$ cat src/rtl/wb_pkg.sv
// ---------------------------------------------------------------------------
// wb_pkg
//   Shared types and constants for the register-file write-back block.
//   XLEN       : data width of every register-file write.
//   REG_ADDR_W : width of an RV32 register index.
//   wb_entry_t : one pending write {rd, data}.
//   wb_src_e   : which producer was selected for the write this cycle.
// ---------------------------------------------------------------------------
package wb_pkg;

    localparam int XLEN       = 32;
    localparam int REG_ADDR_W = 5;
    localparam int NUM_REGS   = 1 << REG_ADDR_W;

    typedef struct packed {
        logic [REG_ADDR_W-1:0] rd;
        logic [XLEN-1:0]       data;
    } wb_entry_t;

    typedef enum logic [1:0] {
        WB_NONE   = 2'd0,
        WB_ALU    = 2'd1,
        WB_FIFO   = 2'd2,
        WB_BYPASS = 2'd3
    } wb_src_e;

endpackage

$ cat src/rtl/regfile_writeback_if.sv
// ---------------------------------------------------------------------------
// regfile_writeback_if
//   Long-path (load/store, mul/div) result channel.
//   valid : producer offers {rd, data}
//   ready : write-back can take the offer this cycle
//   rd    : destination register
//   data  : result
//   Handshake: a transfer happens on a rising edge where valid && ready.
//   ready depends only on write-back state, never on valid. While valid is
//   high and ready low, the producer keeps rd and data stable.
//   master : producer side; slave : write-back side.
// ---------------------------------------------------------------------------
interface regfile_writeback_if;
    import wb_pkg::*;

    logic                  valid;
    logic                  ready;
    logic [REG_ADDR_W-1:0] rd;
    logic [XLEN-1:0]       data;

    modport master (output valid, output rd, output data, input ready);
    modport slave  (input valid, input rd, input data, output ready);

endinterface

$ cat src/rtl/wb_fifo.sv
// ---------------------------------------------------------------------------
// wb_fifo
//   Small synchronous FIFO of wb_entry_t for long-path results that could
//   not be written immediately.
//   clk, rst_n : clock, asynchronous active-low reset (empties the FIFO)
//   push, din  : enqueue din (ignored when full)
//   pop        : dequeue head (ignored when empty)
//   full/empty : occupancy flags
//   head       : oldest entry, valid when !empty
//   DEPTH must be a power of two, at least 2.
// ---------------------------------------------------------------------------
module wb_fifo
    import wb_pkg::*;
#(
    parameter int DEPTH = 2
) (
    input  logic      clk,
    input  logic      rst_n,
    input  logic      push,
    input  logic      pop,
    input  wb_entry_t din,
    output logic      full,
    output logic      empty,
    output wb_entry_t head
);

    localparam int PTR_W = $clog2(DEPTH);
    localparam logic [PTR_W:0] PTR_ONE = 1;

    wb_entry_t      mem [DEPTH];
    // The extra MSB flips on every wrap, so equal low bits with different
    // MSBs means full, fully equal pointers mean empty.
    logic [PTR_W:0] wr_ptr;
    logic [PTR_W:0] rd_ptr;
    logic           do_push;
    logic           do_pop;

    assign empty   = (wr_ptr == rd_ptr);
    assign full    = (wr_ptr[PTR_W] != rd_ptr[PTR_W]) &&
                     (wr_ptr[PTR_W-1:0] == rd_ptr[PTR_W-1:0]);
    assign do_push = push && !full;
    assign do_pop  = pop && !empty;
    assign head    = mem[rd_ptr[PTR_W-1:0]];

    always_ff @(posedge clk or negedge rst_n) begin
        if (!rst_n) begin
            wr_ptr <= '0;
            rd_ptr <= '0;
        end else begin
            if (do_push) wr_ptr <= wr_ptr + PTR_ONE;
            if (do_pop)  rd_ptr <= rd_ptr + PTR_ONE;
        end
    end

    // Storage needs no reset: nothing is read until the pointers say so.
    always_ff @(posedge clk) begin
        if (do_push) mem[wr_ptr[PTR_W-1:0]] <= din;
    end

endmodule

$ cat src/rtl/regfile_writeback.sv
// ---------------------------------------------------------------------------
// regfile_writeback
//   Write-side driver of the RV32 integer register file. Merges the
//   single-cycle ALU result (no backpressure) with long-path results
//   (valid/ready, buffered in a FIFO) and registers the selected write.
//   Also keeps a pending-write scoreboard used by decode to stall.
//
//   i_clk, i_rst_n   : clock, asynchronous active-low reset
//   i_issue_valid    : decode issued an instruction this cycle
//   i_issue_long     : ... and it completes on the long path
//   i_issue_rd       : its destination register
//   i_alu_valid/rd/data : ALU result, always accepted
//   lsu (slave)      : long-path result channel; lsu.ready = FIFO not full
//   o_waddr/o_wdata  : registered write address/data (held when idle)
//   o_write          : registered write enable
//   o_busy           : bit n set -> xn has a pending long-path write
//
//   Priority each cycle: ALU, then FIFO head, then direct bypass of a
//   long-path transfer. Writes to x0 are dropped but still consume their
//   source. Outputs appear one edge after selection.
//
//   Optional macro WB_FORWARD_EN adds o_fwd_valid/o_fwd_rd/o_fwd_data, a
//   combinational copy of this cycle's selected write for early bypass.
// ---------------------------------------------------------------------------
module regfile_writeback
    import wb_pkg::*;
#(
    parameter int FIFO_DEPTH = 2
) (
    input  logic                  i_clk,
    input  logic                  i_rst_n,
    input  logic                  i_issue_valid,
    input  logic                  i_issue_long,
    input  logic [REG_ADDR_W-1:0] i_issue_rd,
    input  logic                  i_alu_valid,
    input  logic [REG_ADDR_W-1:0] i_alu_rd,
    input  logic [XLEN-1:0]       i_alu_data,
    regfile_writeback_if.slave    lsu,
    output logic [REG_ADDR_W-1:0] o_waddr,
    output logic [XLEN-1:0]       o_wdata,
    output logic                  o_write,
    output logic [NUM_REGS-1:0]   o_busy
`ifdef WB_FORWARD_EN
    ,
    output logic                  o_fwd_valid,
    output logic [REG_ADDR_W-1:0] o_fwd_rd,
    output logic [XLEN-1:0]       o_fwd_data
`endif
);

    wb_src_e             sel_src;
    wb_entry_t           sel_entry;
    wb_entry_t           lsu_entry;
    wb_entry_t           fifo_head;
    logic                fifo_full;
    logic                fifo_empty;
    logic                fifo_push;
    logic                fifo_pop;
    logic                lsu_fire;
    logic                sel_write;
    logic                sel_long;
    logic                busy_set;
    logic [NUM_REGS-1:0] busy_d;

    assign lsu.ready = !fifo_full;
    assign lsu_fire  = lsu.valid && !fifo_full;
    assign lsu_entry = '{rd: lsu.rd, data: lsu.data};

    wb_fifo #(
        .DEPTH (FIFO_DEPTH)
    ) u_fifo (
        .clk   (i_clk),
        .rst_n (i_rst_n),
        .push  (fifo_push),
        .pop   (fifo_pop),
        .din   (lsu_entry),
        .full  (fifo_full),
        .empty (fifo_empty),
        .head  (fifo_head)
    );

    // Source selection. An accepted long-path result that is not bypassed
    // always goes into the FIFO, so acceptance order is commit order.
    always_comb begin
        sel_src   = WB_NONE;
        sel_entry = '0;
        fifo_push = 1'b0;
        fifo_pop  = 1'b0;
        if (i_alu_valid) begin
            sel_src   = WB_ALU;
            sel_entry = '{rd: i_alu_rd, data: i_alu_data};
            fifo_push = lsu_fire;
        end else if (!fifo_empty) begin
            sel_src   = WB_FIFO;
            sel_entry = fifo_head;
            fifo_pop  = 1'b1;
            fifo_push = lsu_fire;
        end else if (lsu_fire) begin
            sel_src   = WB_BYPASS;
            sel_entry = lsu_entry;
        end
    end

    assign sel_write = (sel_src != WB_NONE) && (sel_entry.rd != '0);
    assign sel_long  = (sel_src == WB_FIFO) || (sel_src == WB_BYPASS);
    assign busy_set  = i_issue_valid && i_issue_long && (i_issue_rd != '0);

    // Clear first, then set, so a same-cycle set on the same rd wins.
    always_comb begin
        busy_d = o_busy;
        if (sel_long) busy_d[sel_entry.rd] = 1'b0;
        if (busy_set) busy_d[i_issue_rd] = 1'b1;
        busy_d[0] = 1'b0;
    end

    always_ff @(posedge i_clk or negedge i_rst_n) begin
        if (!i_rst_n) begin
            o_write <= 1'b0;
            o_waddr <= '0;
            o_wdata <= '0;
            o_busy  <= '0;
        end else begin
            o_write <= sel_write;
            if (sel_write) begin
                o_waddr <= sel_entry.rd;
                o_wdata <= sel_entry.data;
            end
            o_busy <= busy_d;
        end
    end

`ifdef WB_FORWARD_EN
    assign o_fwd_valid = sel_write;
    assign o_fwd_rd    = sel_entry.rd;
    assign o_fwd_data  = sel_entry.data;
`endif

    // Decode must not issue a second long op to a register still pending,
    // unless that pending write commits in this very cycle.
    a_no_double_issue : assert property (
        @(posedge i_clk) disable iff (!i_rst_n)
        (busy_set && !(sel_long && sel_entry.rd == i_issue_rd)) |-> !o_busy[i_issue_rd]
    ) else $error("long op issued to busy register x%0d", i_issue_rd);

endmodule

$ cat src/flat_wrapper.sv
// flat-port wrapper written by rule: the top's interface ports become plain ports
module regfile_writeback_flat import wb_pkg::*;
#(
    parameter int FIFO_DEPTH = 2
)
  (i_clk, i_rst_n, i_issue_valid, i_issue_long, i_issue_rd, i_alu_valid, i_alu_rd, i_alu_data, o_waddr, o_wdata, o_write, o_busy, lsu_valid, lsu_rd, lsu_data, lsu_ready);
  regfile_writeback_if lsu_i ();
  input  logic i_clk;
  input  logic i_rst_n;
  input  logic i_issue_valid;
  input  logic i_issue_long;
  input  logic [REG_ADDR_W-1:0] i_issue_rd;
  input  logic i_alu_valid;
  input  logic [REG_ADDR_W-1:0] i_alu_rd;
  input  logic [XLEN-1:0] i_alu_data;
  output logic [REG_ADDR_W-1:0] o_waddr;
  output logic [XLEN-1:0] o_wdata;
  output logic o_write;
  output logic [NUM_REGS-1:0] o_busy;
  input wire logic [$bits(lsu_i.valid)-1:0] lsu_valid;
  input wire logic [$bits(lsu_i.rd)-1:0] lsu_rd;
  input wire logic [$bits(lsu_i.data)-1:0] lsu_data;
  output wire logic [$bits(lsu_i.ready)-1:0] lsu_ready;
  assign lsu_i.valid = lsu_valid;
  assign lsu_i.rd = lsu_rd;
  assign lsu_i.data = lsu_data;
  assign lsu_ready = lsu_i.ready;
  regfile_writeback #(.FIFO_DEPTH(FIFO_DEPTH)) u_core (.i_clk(i_clk), .i_rst_n(i_rst_n), .i_issue_valid(i_issue_valid), .i_issue_long(i_issue_long), .i_issue_rd(i_issue_rd), .i_alu_valid(i_alu_valid), .i_alu_rd(i_alu_rd), .i_alu_data(i_alu_data), .lsu(lsu_i), .o_waddr(o_waddr), .o_wdata(o_wdata), .o_write(o_write), .o_busy(o_busy));
endmodule
$ cat config.mk
export PLATFORM = sky130hd
export DESIGN_NAME = regfile_writeback_flat
export DESIGN_NICKNAME = d
export VERILOG_FILES = /design/src/rtl/wb_pkg.sv /design/src/rtl/regfile_writeback_if.sv /design/src/rtl/wb_fifo.sv /design/src/rtl/regfile_writeback.sv /design/src/flat_wrapper.sv
export SDC_FILE = /design/constraint.sdc
export NUM_CORES = 1
export LEC_CHECK = 0
export CORE_MARGIN = 8
export CORE_UTILIZATION = 45
export DETAILED_ROUTE_END_ITERATION = 8
export HOLD_SLACK_MARGIN = 0.05
export PLACE_DENSITY = 0.87
export SYNTH_ARGS = -nofsm -noshare
export SYNTH_HDL_FRONTEND = slang
export SYNTH_HIERARCHICAL = 1
export SYNTH_SLANG_ARGS = --single-unit
$ cat constraint.sdc
create_clock -name i_clk -period 3.4 [get_ports i_clk]
set_input_delay 0.34 -clock i_clk [delete_from_list [all_inputs] [get_ports i_clk]]
set_output_delay 0.34 -clock i_clk [all_outputs]
set_load 0.1 [all_outputs]
Word level (Yosys, flattened, before mapping)
Memories as Yosys holds them, arrays and structs flattened.
Cells that the tools add are included.
{"block": "classes", "n_addsub": 2, "n_mul": 0, "div_mod_pow": 0, "n_lt_le_gt_ge": 4, "n_eq_ne": 5, "shift": 0, "n_mux": 18, "bitwise": 3, "n_reduce_logical": 15}
{"cell": "$mux W37", "count": 3}
{"cell": "$mux W32", "count": 2}
{"cell": "$and A32 B32 Y32", "count": 1}
{"cell": "$not A32 Y32", "count": 1}
{"cell": "$or A32 B32 Y32", "count": 1}
{"cell": "$lt A5 B6 Y1 const B", "count": 2}
{"cell": "$demux W1 S5", "count": 2}
{"cell": "$ge A5 B1 Y1 const B", "count": 2}
{"cell": "$reduce_bool A5 Y1", "count": 2}
{"cell": "$logic_and A1 B1 Y1", "count": 9}
{"cell": "$mux W1", "count": 8}
{"cell": "$mux W2", "count": 3}
{"cell": "$add A2 B1 Y2 const B", "count": 2}
{"cell": "$eq A2 B2 Y1 const B", "count": 2}
{"cell": "$eq A2 B2 Y1", "count": 1}
{"cell": "$logic_not A1 Y1", "count": 2}
{"cell": "$reduce_bool A2 Y1", "count": 1}
{"cell": "$eq A1 B1 Y1", "count": 1}
{"cell": "$logic_or A1 B1 Y1", "count": 1}
{"cell": "$ne A1 B1 Y1", "count": 1}
{"block": "totals", "reg_bits": 73, "latchBits": 0, "ram_bits": 74, "mem_bits_ro": 0, "inputBits": 85, "out_inout_bits": 71, "elab_cells": 54, "mem_count": 1}
{"name": "u_core.u_fifo.mem", "words": 2, "word_bits": 37, "rd": 1, "rd_clocked_by_memory_dff": 0, "wr": 1, "line_no": "wb_fifo.sv:30", "rtl": "wb_entry_t mem [DEPTH];"}

Depth between registers and ports, before layout
Gate-level depths: netlist (run 1).
{"block": "logic_depth", "ltp_word": 16, "ltp_mapped": 12, "ltp_nobuf": 7}

Modules after synthesis
Netlist (run 1), hierarchy kept.
{"module": "regfile_writeback", "n_inst": 1, "cells_each": 321, "area_each_um2": 3432.0, "seq_area_each_um2": 1726.7}
{"module": "wb_fifo", "n_inst": 1, "cells_each": 143, "area_each_um2": 2961.6, "seq_area_each_um2": 2322.2}

Least setup slack after synthesis (run 1)
Ideal clock, no wire load.
{"block": "synth_timing", "path_type": "reg-to-reg", "startpoint": "register u_core.u_fifo.rd_ptr[0]", "endpoint": "memory u_core/u_fifo/mem[1][0] (netlist bit) (enable)", "t_arrival_ns": 3.242, "t_required_ns": 2.956, "setup_slack_ns": -0.286, "stages_incl_launch_ff": 9, "n_path_buf": 2, "cell_sequence": "dfrtp_1 -> buf_6 -> buf_8 -> xor2_1 -> nor2_1 -> nand2b_1 -> a21oi_1 -> nand2_1 -> a21oi_1"}
{"block": "synth_between", "elab_chain_len": 9, "elab_cells_between_ends": 10, "cone_classes": "eq/ne (2); mux (4); reduce/logical (4)"}
{"item": "from (decl)", "line_no": "wb_fifo.sv:34", "rtl": "logic [PTR_W:0] rd_ptr;"}
{"item": "from (signal assigned)", "line_no": "wb_fifo.sv:51", "rtl": "if (do_pop) rd_ptr <= rd_ptr + PTR_ONE;"}
{"item": "$eq A1 B1 Y1 (*)", "line_no": "wb_fifo.sv:40", "rtl": "(wr_ptr[PTR_W-1:0] == rd_ptr[PTR_W-1:0]);"}
{"item": "$logic_and A1 B1 Y1 (*)", "line_no": "wb_fifo.sv:39", "rtl": "assign full = (wr_ptr[PTR_W] != rd_ptr[PTR_W]) &&"}
{"item": "net u_core.fifo_full", "line_no": "regfile_writeback.sv:55", "rtl": "logic fifo_full;"}
{"item": "$logic_not A1 Y1 (*)", "line_no": "regfile_writeback.sv:66", "rtl": "assign lsu_fire = lsu.valid && !fifo_full;"}
{"item": "$logic_and A1 B1 Y1 (*)", "line_no": "regfile_writeback.sv:66"}
{"item": "$mux W1", "line_no": "regfile_writeback.sv:93", "rtl": "end else if (!fifo_empty) begin"}
{"item": "$mux W1 (*)", "line_no": "regfile_writeback.sv:89", "rtl": "if (i_alu_valid) begin"}
{"item": "net u_core.fifo_push", "line_no": "regfile_writeback.sv:57", "rtl": "logic fifo_push;"}
{"item": "$logic_and A1 B1 Y1 (*)", "line_no": "wb_fifo.sv:41", "rtl": "assign do_push = push && !full;"}
{"item": "$mux W1 (*)", "line_no": "wb_fifo.sv:57", "rtl": "if (do_push) mem[wr_ptr[PTR_W-1:0]] <= din;"}
{"item": "$mux W1 (implied by the code) (*)", "line_no": "wb_fifo.sv:57"}
{"item": "to (decl)", "line_no": "wb_fifo.sv:30"}
The timed path passes the listed nets; every way through them passes the cells marked *.

Final worst setup path (run 1)
{"block": "layout_timing", "startpoint": "register u_core.u_fifo.rd_ptr[1]", "endpoint": "register u_core.o_waddr[1]"}
{"block": "layout_between", "elab_cells_between_ends": 14, "cone_classes": "eq/ne (2); mux (6); reduce/logical (6)"}
{"item": "$eq A2 B2 Y1 (*)", "line_no": "wb_fifo.sv:38", "rtl": "assign empty = (wr_ptr == rd_ptr);"}
{"item": "net u_core.fifo_empty", "line_no": "regfile_writeback.sv:56", "rtl": "logic fifo_empty;"}
{"item": "$mux W37 / $mux W2 (equally long branches)", "line_no": "regfile_writeback.sv:93"}
{"item": "$mux W37 / $mux W2 (equally long branches)", "line_no": "regfile_writeback.sv:89"}
{"item": "$reduce_bool A5 Y1 / $reduce_bool A2 Y1 (equally long branches)", "line_no": "regfile_writeback.sv:104", "rtl": "assign sel_write = (sel_src != WB_NONE) && (sel_entry.rd != '0);"}
{"item": "$logic_and A1 B1 Y1", "line_no": "regfile_writeback.sv:104"}
{"item": "to (signal assigned)", "line_no": "regfile_writeback.sv:125", "rtl": "o_waddr <= sel_entry.rd;"}
{"item": "to (decl)", "line_no": "regfile_writeback.sv:39", "rtl": "output logic [REG_ADDR_W-1:0] o_waddr,"}
Marks and branches as above.
A chain may end at the register's enable or synchronous reset.

==> results of run 1 <==
==> sequential cells by signal, indices dropped and copies added, names as in the netlist <==
name	flops
u_core/u_fifo/mem	74
u_core/o_wdata	32
u_core/u_fifo/wr_ptr	2
u_core/u_fifo/rd_ptr	2
u_core/o_waddr	5
u_core/o_write	1
u_core/o_busy	31
==> cell families (layout without fill, tap and decap cells) <==
kind of cell	count (synthesis)	in the layout	share of synthesized area (%)
mux	72	72	12.0
other cells	1	1	0.0587
flops	147	147	63.3
buf+inv	62	231	5.13
simple gates	56	56	4.76
xor+xnor	3	3	0.528
compound gates	123	123	14.2
==> stage by stage <==
stage | hold WS, ns | instance area (um^2)
floorplan | 0.0444 | 6400
global placement | 0.474 | 8090
detailed placement | 0.465 | 8090
CTS | 0.0999 | 8690
global route | 0.142 | 8690
finish | 0.0809 | 8690
==> layer usage <==
metal  vias up  share of wire (%)
met3        31                9.6
met1      2251                 40
li1       2091                  -
met4         2                1.9
met5         -              0.060
met2       233                 49
==> final cells by class <==
| cell class | count | area, um^2 | share of cell area [%] |
|---|---|---|---|
| flip-flops and latches | 147 | 4050 | 46.6 |
| clock inverters | 10 | 63.8 | 0.734 |
| inverters | 35 | 131 | 1.51 |
| multi-input cells | 255 | 2060 | 23.7 |
| repair buffers | 164 | 1620 | 18.6 |
| well taps | 180 | 225 | 2.59 |
| clock buffers | 22 | 539 | 6.20 |
==> Yosys cell counts, types with 2 or more instances <==
cell type	instances
o31ai_1	2
o21ai_1	36
dfrtp_1	73
nor2_1	8
mux2_1	15
a21o_1	3
nand2_1	12
edfxtp_1	74
a222oi_1	32
a21oi_1	4
nand2b_1	5
nor2b_1	4
mux2_2	24
nand3_1	13
clkbuf_1	13
buf_6	6
and2_1	4
mux2i_1	33
a221o_1	4
a211o_1	3
or2_2	2
buf_4	4
a221oi_4	3
buf_8	3
inv_1	34
o21ai_0	29
==> worst min path at each step <==
stage | to | depth (start not counted)
floorplan | u_core/o_busy[10]$_DFF_PN0_ | 0
global placement | u_core/o_waddr[2]$_DFFE_PN0P_ | 1
detailed placement | u_core/o_waddr[2]$_DFFE_PN0P_ | 1
CTS | u_core/o_wdata[19]$_DFFE_PN0P_ | 1
global route | u_core/o_waddr[0]$_DFFE_PN0P_ | 1
finish | u_core/o_wdata[19]$_DFFE_PN0P_ | 1
==> worst max-delay path, delay by kind of cell, from the launching register on <==
family / cells / cell delay, ns
xor gates and xnor gates: 1 / 0.24
DFF: 1 / 0.45
and+or+nand+nor: 4 / 1.06
buffers and inverters: 2 / 0.59
AOI/OAI and AO/OA: 2 / 0.51
==> qor.txt, run 1 <==
Port Buffers -> 154
Nets -> 705
Fraction of registers with async set/reset -> 49.7%
Crit path kind -> reg2reg
Period utilization -> 87.4%
CP Launch Point -> u_core/u_fifo/rd_ptr[1]$_DFFE_PN0P_
Clk buf depth -> 2
Initial Util -> 46.1%
Status -> finished, final reports clean
Worst-Skew Late Latency -> 0.42 ns
Largest net degree at the start of global routing -> 74
Post-route ant nets -> 0
Worst Path Max Fanout -> 24
Layout cells sized above 1 -> 13.6%
Top_reg_cell synth -> edfxtp_1
Crit-path slowest cell -> nor2_1
Clock Pin Slew Worst Setup and Hold Paths -> 0.06 ns
CTS root buf -> clkbuf_16
I/O pins -> 156
Commonest non-fill, non-tap cell in the layout -> clkdlybuf4s50_1
Most frequent cells in the layout -> clkdlybuf4s50_1, edfxtp_1, dfrtp_1
Vias per cell -> 5.67
GRT busiest layer -> met2
Post-synthesis cell count -> 464
DR vias -> 4608
Met1 usage -> 22.1%
First DRT Iteration DRCs -> 519
Worst Path Required -> 3.71 ns
Final Hold Fails -> 0
Final setup margin -> 0.429 ns
Flop and latch count out of synthesis -> 147
Synth Net Count -> 549
Post-layout util -> 62.6%
Wirelength per Cell -> 20.5 um
H-tree levels -> 4
Slew @ Worst Pin -> 1.02 ns
Top cells by area, synth -> edfxtp_1, dfrtp_1, mux2i_1, a222oi_1, mux2_2
Setup Fix Bufs, Post-CTS -> 0
# rows -> 43
Top cell by count, worst path -> buf_4
Drt pass-1 iters -> 7
Chip height -> 135 um
Final setup fails -> 0
Cell Chain, Critical Path -> xor2_2 -> nor2_1 -> nor4bb_4 -> buf_4 -> o21ai_0 -> nand2_1 -> nor3_4 -> buf_4 -> a221o_1
GR Util met3 -> 7.01%
Layout Cells excl Fill -> 813
Clock Sinks -> 147
Ys Warns -> 6
Hpwl dp -> 11.6 mm
CP endpoint -> u_core/o_waddr[1]$_DFFE_PN0P_
# hold bufs at CTS -> 0
Max_cap viols -> 0
Reg-to-Reg End -> u_core/o_waddr[1]$_DFFE_PN0P_
WP data arrival -> 3.28 ns
Routed WL -> 16.7 mm
Total gr overflow -> 0
GRT Total Usage -> 18.7%
Setup TNS -> 0 ns
GPL Wtd Cong -> 0.846
Vias in the first global route -> 5002
DIE WIDTH -> 135 um
DIE AREA -> 0.0183 mm^2
Largest area contributor in the netlist -> edfxtp_1
GRT met2 Usage -> 30.5%
Max-slew violation count -> 0
Setup WS pre-CTS -> 0.456 ns
Sequential area share after synthesis -> 63.3%
Post-synth top area share -> 34.8%
Max-slew headroom -> 32.0%
N_diodes -> 0
Clock skew -> 0.00686 ns
Syn Area/Cell -> 13.8 um^2
CTS tree -> yes
Post-CTS sizing -> 0
CTS buffer count -> 17
Crit end category -> flip-flop
Synthesized area -> 0.00639 mm^2
Flop-to-flop setup slack -> 0.43 ns
FMAX -> 337 MHz
Reg-to-Reg Start -> u_core/u_fifo/rd_ptr[1]$_DFFE_PN0P_
Post-layout minimum cycle time -> 2.97 ns
Min-delay worst type -> in2async
Filler instances -> 1061
Crit path launch type -> flip-flop
DRC -> 0
DP Cell Count -> 781
RSZ-0062 raised after global routing -> false
R2r worst-path depth -> 9
Critical path's largest stage delay -> 0.53 ns
Antenna violations before repair -> 1
Core ar. -> 0.0139 mm^2
Count of different cell masters after synthesis -> 47
First-pass GRT wire length -> 26.6 mm
Area grow syn2layout -> 35.9%
Number of synthesized flops with an enable pin -> 74
Power of run 1 is not shown: default switching activity piles up to over one toggle a cycle in this logic, so the estimate is an artifact.
==> run 2: changes to the inputs <==
- CORE_MARGIN: 8 -> 3
- GPL_ROUTABILITY_DRIVEN: default -> 0
==> run 2 against run 1 <==
- global-route usage is 2.0 points higher
- die area fell by 14%
- first-iteration DRC count decreased by 11%
- clock skew increased by 0.0020 ns
- critical endpoint is now u_core/o_wdata[18]$_DFFE_PN0P_
- cell count shrank 0.62%
- flip-flop and latch count unchanged
- non-clock buffer count fell by 1
- hold slack lost 0.0085 ns
- via count up 0.52%
- setup slack improved by 0.010 ns
- final area up 0.82%
- critical path depth is 1 higher
==> qor.txt, run 2 (synthesis results as in run 1) <==
Crit end category -> flip-flop
First-pass GRT wire length -> 25.6 mm (-3.5%)
FMAX -> 338 MHz (+0.34%)
Reg-to-Reg Start -> u_core/u_fifo/rd_ptr[1]$_DFFE_PN0P_
Crit. path cell count -> 10 (+1)
CTS buffer count -> 17 (unchanged)
Clk buf depth -> 2 (unchanged)
DRC -> 0 (unchanged)
DR vias -> 4632 (+0.52%)
Setup TNS -> 0 ns (unchanged)
Hpwl dp -> 10.8 mm (-6.6%)
RSZ-0062 raised after global routing -> false
Crit path launch type -> flip-flop
Max FFs per register -> 74 (unchanged)
Setup Fix Bufs, Post-CTS -> 0 (unchanged)
Filler instances -> 991 (-6.6%)
Post-CTS sizing -> 0 (unchanged)
N_diodes -> 0 (unchanged)
Total gr overflow -> 0 (unchanged)
Reg-to-Reg End -> u_core/o_wdata[18]$_DFFE_PN0P_
Most frequent cells in the layout -> clkdlybuf4s50_1, edfxtp_1, dfrtp_1
Period utilization -> 87.1% (-0.30 points)
# rows -> 42 (-2.3%)
Max_cap viols -> 0 (unchanged)
Flop-to-flop setup slack -> 0.44 ns (about the same)
Layout cells sized above 1 -> 13.0% (-0.61 points)
H-tree levels -> 4 (unchanged)
Worst-Skew Late Latency -> 0.42 ns (about the same)
Max-slew headroom -> 30.9% (-1.1 points)
Worst Path Required -> 3.73 ns (+0.02 ns)
# hold bufs at CTS -> 0 (unchanged)
Vias per cell -> 5.73 (+1.1%)
Port Buffers -> 154 (unchanged)
Clock Pin Slew Worst Setup and Hold Paths -> 0.06 ns (about the same)
Top cell by count, worst path -> buf_12
CP endpoint -> u_core/o_wdata[18]$_DFFE_PN0P_
Slew @ Worst Pin -> 1.03 ns (+0.0158 ns)
Status -> finished, final reports clean
Cell Chain, Critical Path -> xor2_2 -> nor2_1 -> buf_4 -> nor4bb_4 -> buf_12 -> a221oi_4 -> nand3_2 -> nor3_4 -> buf_12 -> mux2i_1
CTS root buf -> clkbuf_16
CP delay by family, top -> simple AND/OR/NAND/NOR gates
Post-layout minimum cycle time -> 2.96 ns (-0.0102 ns)
Commonest non-fill, non-tap cell in the layout -> clkdlybuf4s50_1
Drt pass-1 iters -> 7 (unchanged)
First DRT Iteration DRCs -> 464 (-11%)
Worst Path Max Fanout -> 41 (+71%)
Initial Util -> 47.2% (+1.1 points)
Clock skew -> 0.00888 ns (+0.00202 ns)
Final setup fails -> 0 (unchanged)
Area grow syn2layout -> 37.1%
WP data arrival -> 3.29 ns (about the same)
Final Hold Fails -> 0 (unchanged)
GRT Total Usage -> 20.7% (+2.0 points)
Chip height -> 125 um (-7.4%)
Max-slew violation count -> 0 (unchanged)
Clock Sinks -> 147 (unchanged)
CTS tree -> yes
R2r worst-path depth -> 10 (+1)
Critical path's largest stage delay -> 0.45 ns (-0.08 ns)
Routed WL -> 16.3 mm (-2.3%)
Core ar. -> 0.0136 mm^2 (-2.3%)
Nets -> 704 (-0.14%)
Crit-path slowest cell -> dfrtp_1
Post-route ant nets -> 0 (unchanged)
Vias in the first global route -> 4914 (-1.8%)
DIE WIDTH -> 125 um (-7.4%)
Crit path kind -> reg2reg
DIE AREA -> 0.0157 mm^2 (-14%)
I/O pins -> 156 (unchanged)
Antenna violations before repair -> 0 (-1)
CP Launch Point -> u_core/u_fifo/rd_ptr[1]$_DFFE_PN0P_
Wirelength per Cell -> 20.2 um (-1.7%)
Min-delay worst type -> in2async
Largest net degree at the start of global routing -> 74 (unchanged)
Buf/Inv on CP -> 3 (+1)
## run 2: cell types whose count changed in the layout (fill, tap and decap cells not counted)
| cell | change |
|---|---|
| clkbuf_16 | +1 |
| buf_12 | +2 |
| clkinv_4 | -2 |
| clkbuf_1 | +3 |
| inv_4 | -1 |
| clkbuf_8 | +3 |
| bufinv_16 | +1 |
| clkinv_2 | -5 |
| buf_4 | -3 |
## run 2: worst min path at each step
stage / end / slack [ns] / startpoint / cells after the start
CTS: u_core/o_busy[6]$_DFF_PN0_ / 0.12 / i_rst_n / 1
global placement: u_core/o_waddr[3]$_DFFE_PN0P_ / 0.48 / u_core/o_waddr[3]$_DFFE_PN0P_ / 1
detailed placement: u_core/o_waddr[0]$_DFFE_PN0P_ / 0.48 / u_core/o_waddr[0]$_DFFE_PN0P_ / 1
finish: u_core/o_busy[6]$_DFF_PN0_ / 0.07 / i_rst_n / 1
global route: u_core/o_busy[21]$_DFF_PN0_ / 0.15 / i_rst_n / 1
floorplan: u_core/o_busy[10]$_DFF_PN0_ / 0.04 / i_rst_n / 0
## run 2: cell type report
class                      instances  area [um^2]  share of cell area [%]
inverter                          35          131                    1.50
tap                              176          220                    2.51
clock inverter                     3         45.0                   0.514
multi-input combinational        255         2060                    23.5
clock buffer                      29          617                    7.04
sequential                       147         4050                    46.2
timing repair buffer             163         1640                    18.7
## run 2: stage by stage
step / hold WS, ns / instances / area, um^2 / utilization [%] / setup slack [ns]
5_1_grt: 0.154 / 808 / 8760 / 64.6 / 0.276
6_report: 0.0724 / 808 / 8760 / 64.6 / 0.440
3_5_place_dp: 0.478 / 776 / 8100 / 59.8 / 0.531
3_3_place_gp: 0.475 / 776 / 8100 / 59.8 / 0.682
4_1_cts: 0.116 / 808 / 8760 / 64.6 / 0.483
2_1_floorplan: 0.0444 / 464 / 6400 / - / 0.164
## run 2: routing by layer
metal	up-vias	routed length [um]	track usage [%]
met5	-	0	0
met1	2276	6520	25.7
li1	2082	-	-
met2	242	8130	35.1
met3	32	1350	5.42
met4	0	297	7.59
Power of run 2 is left out for the same reason.
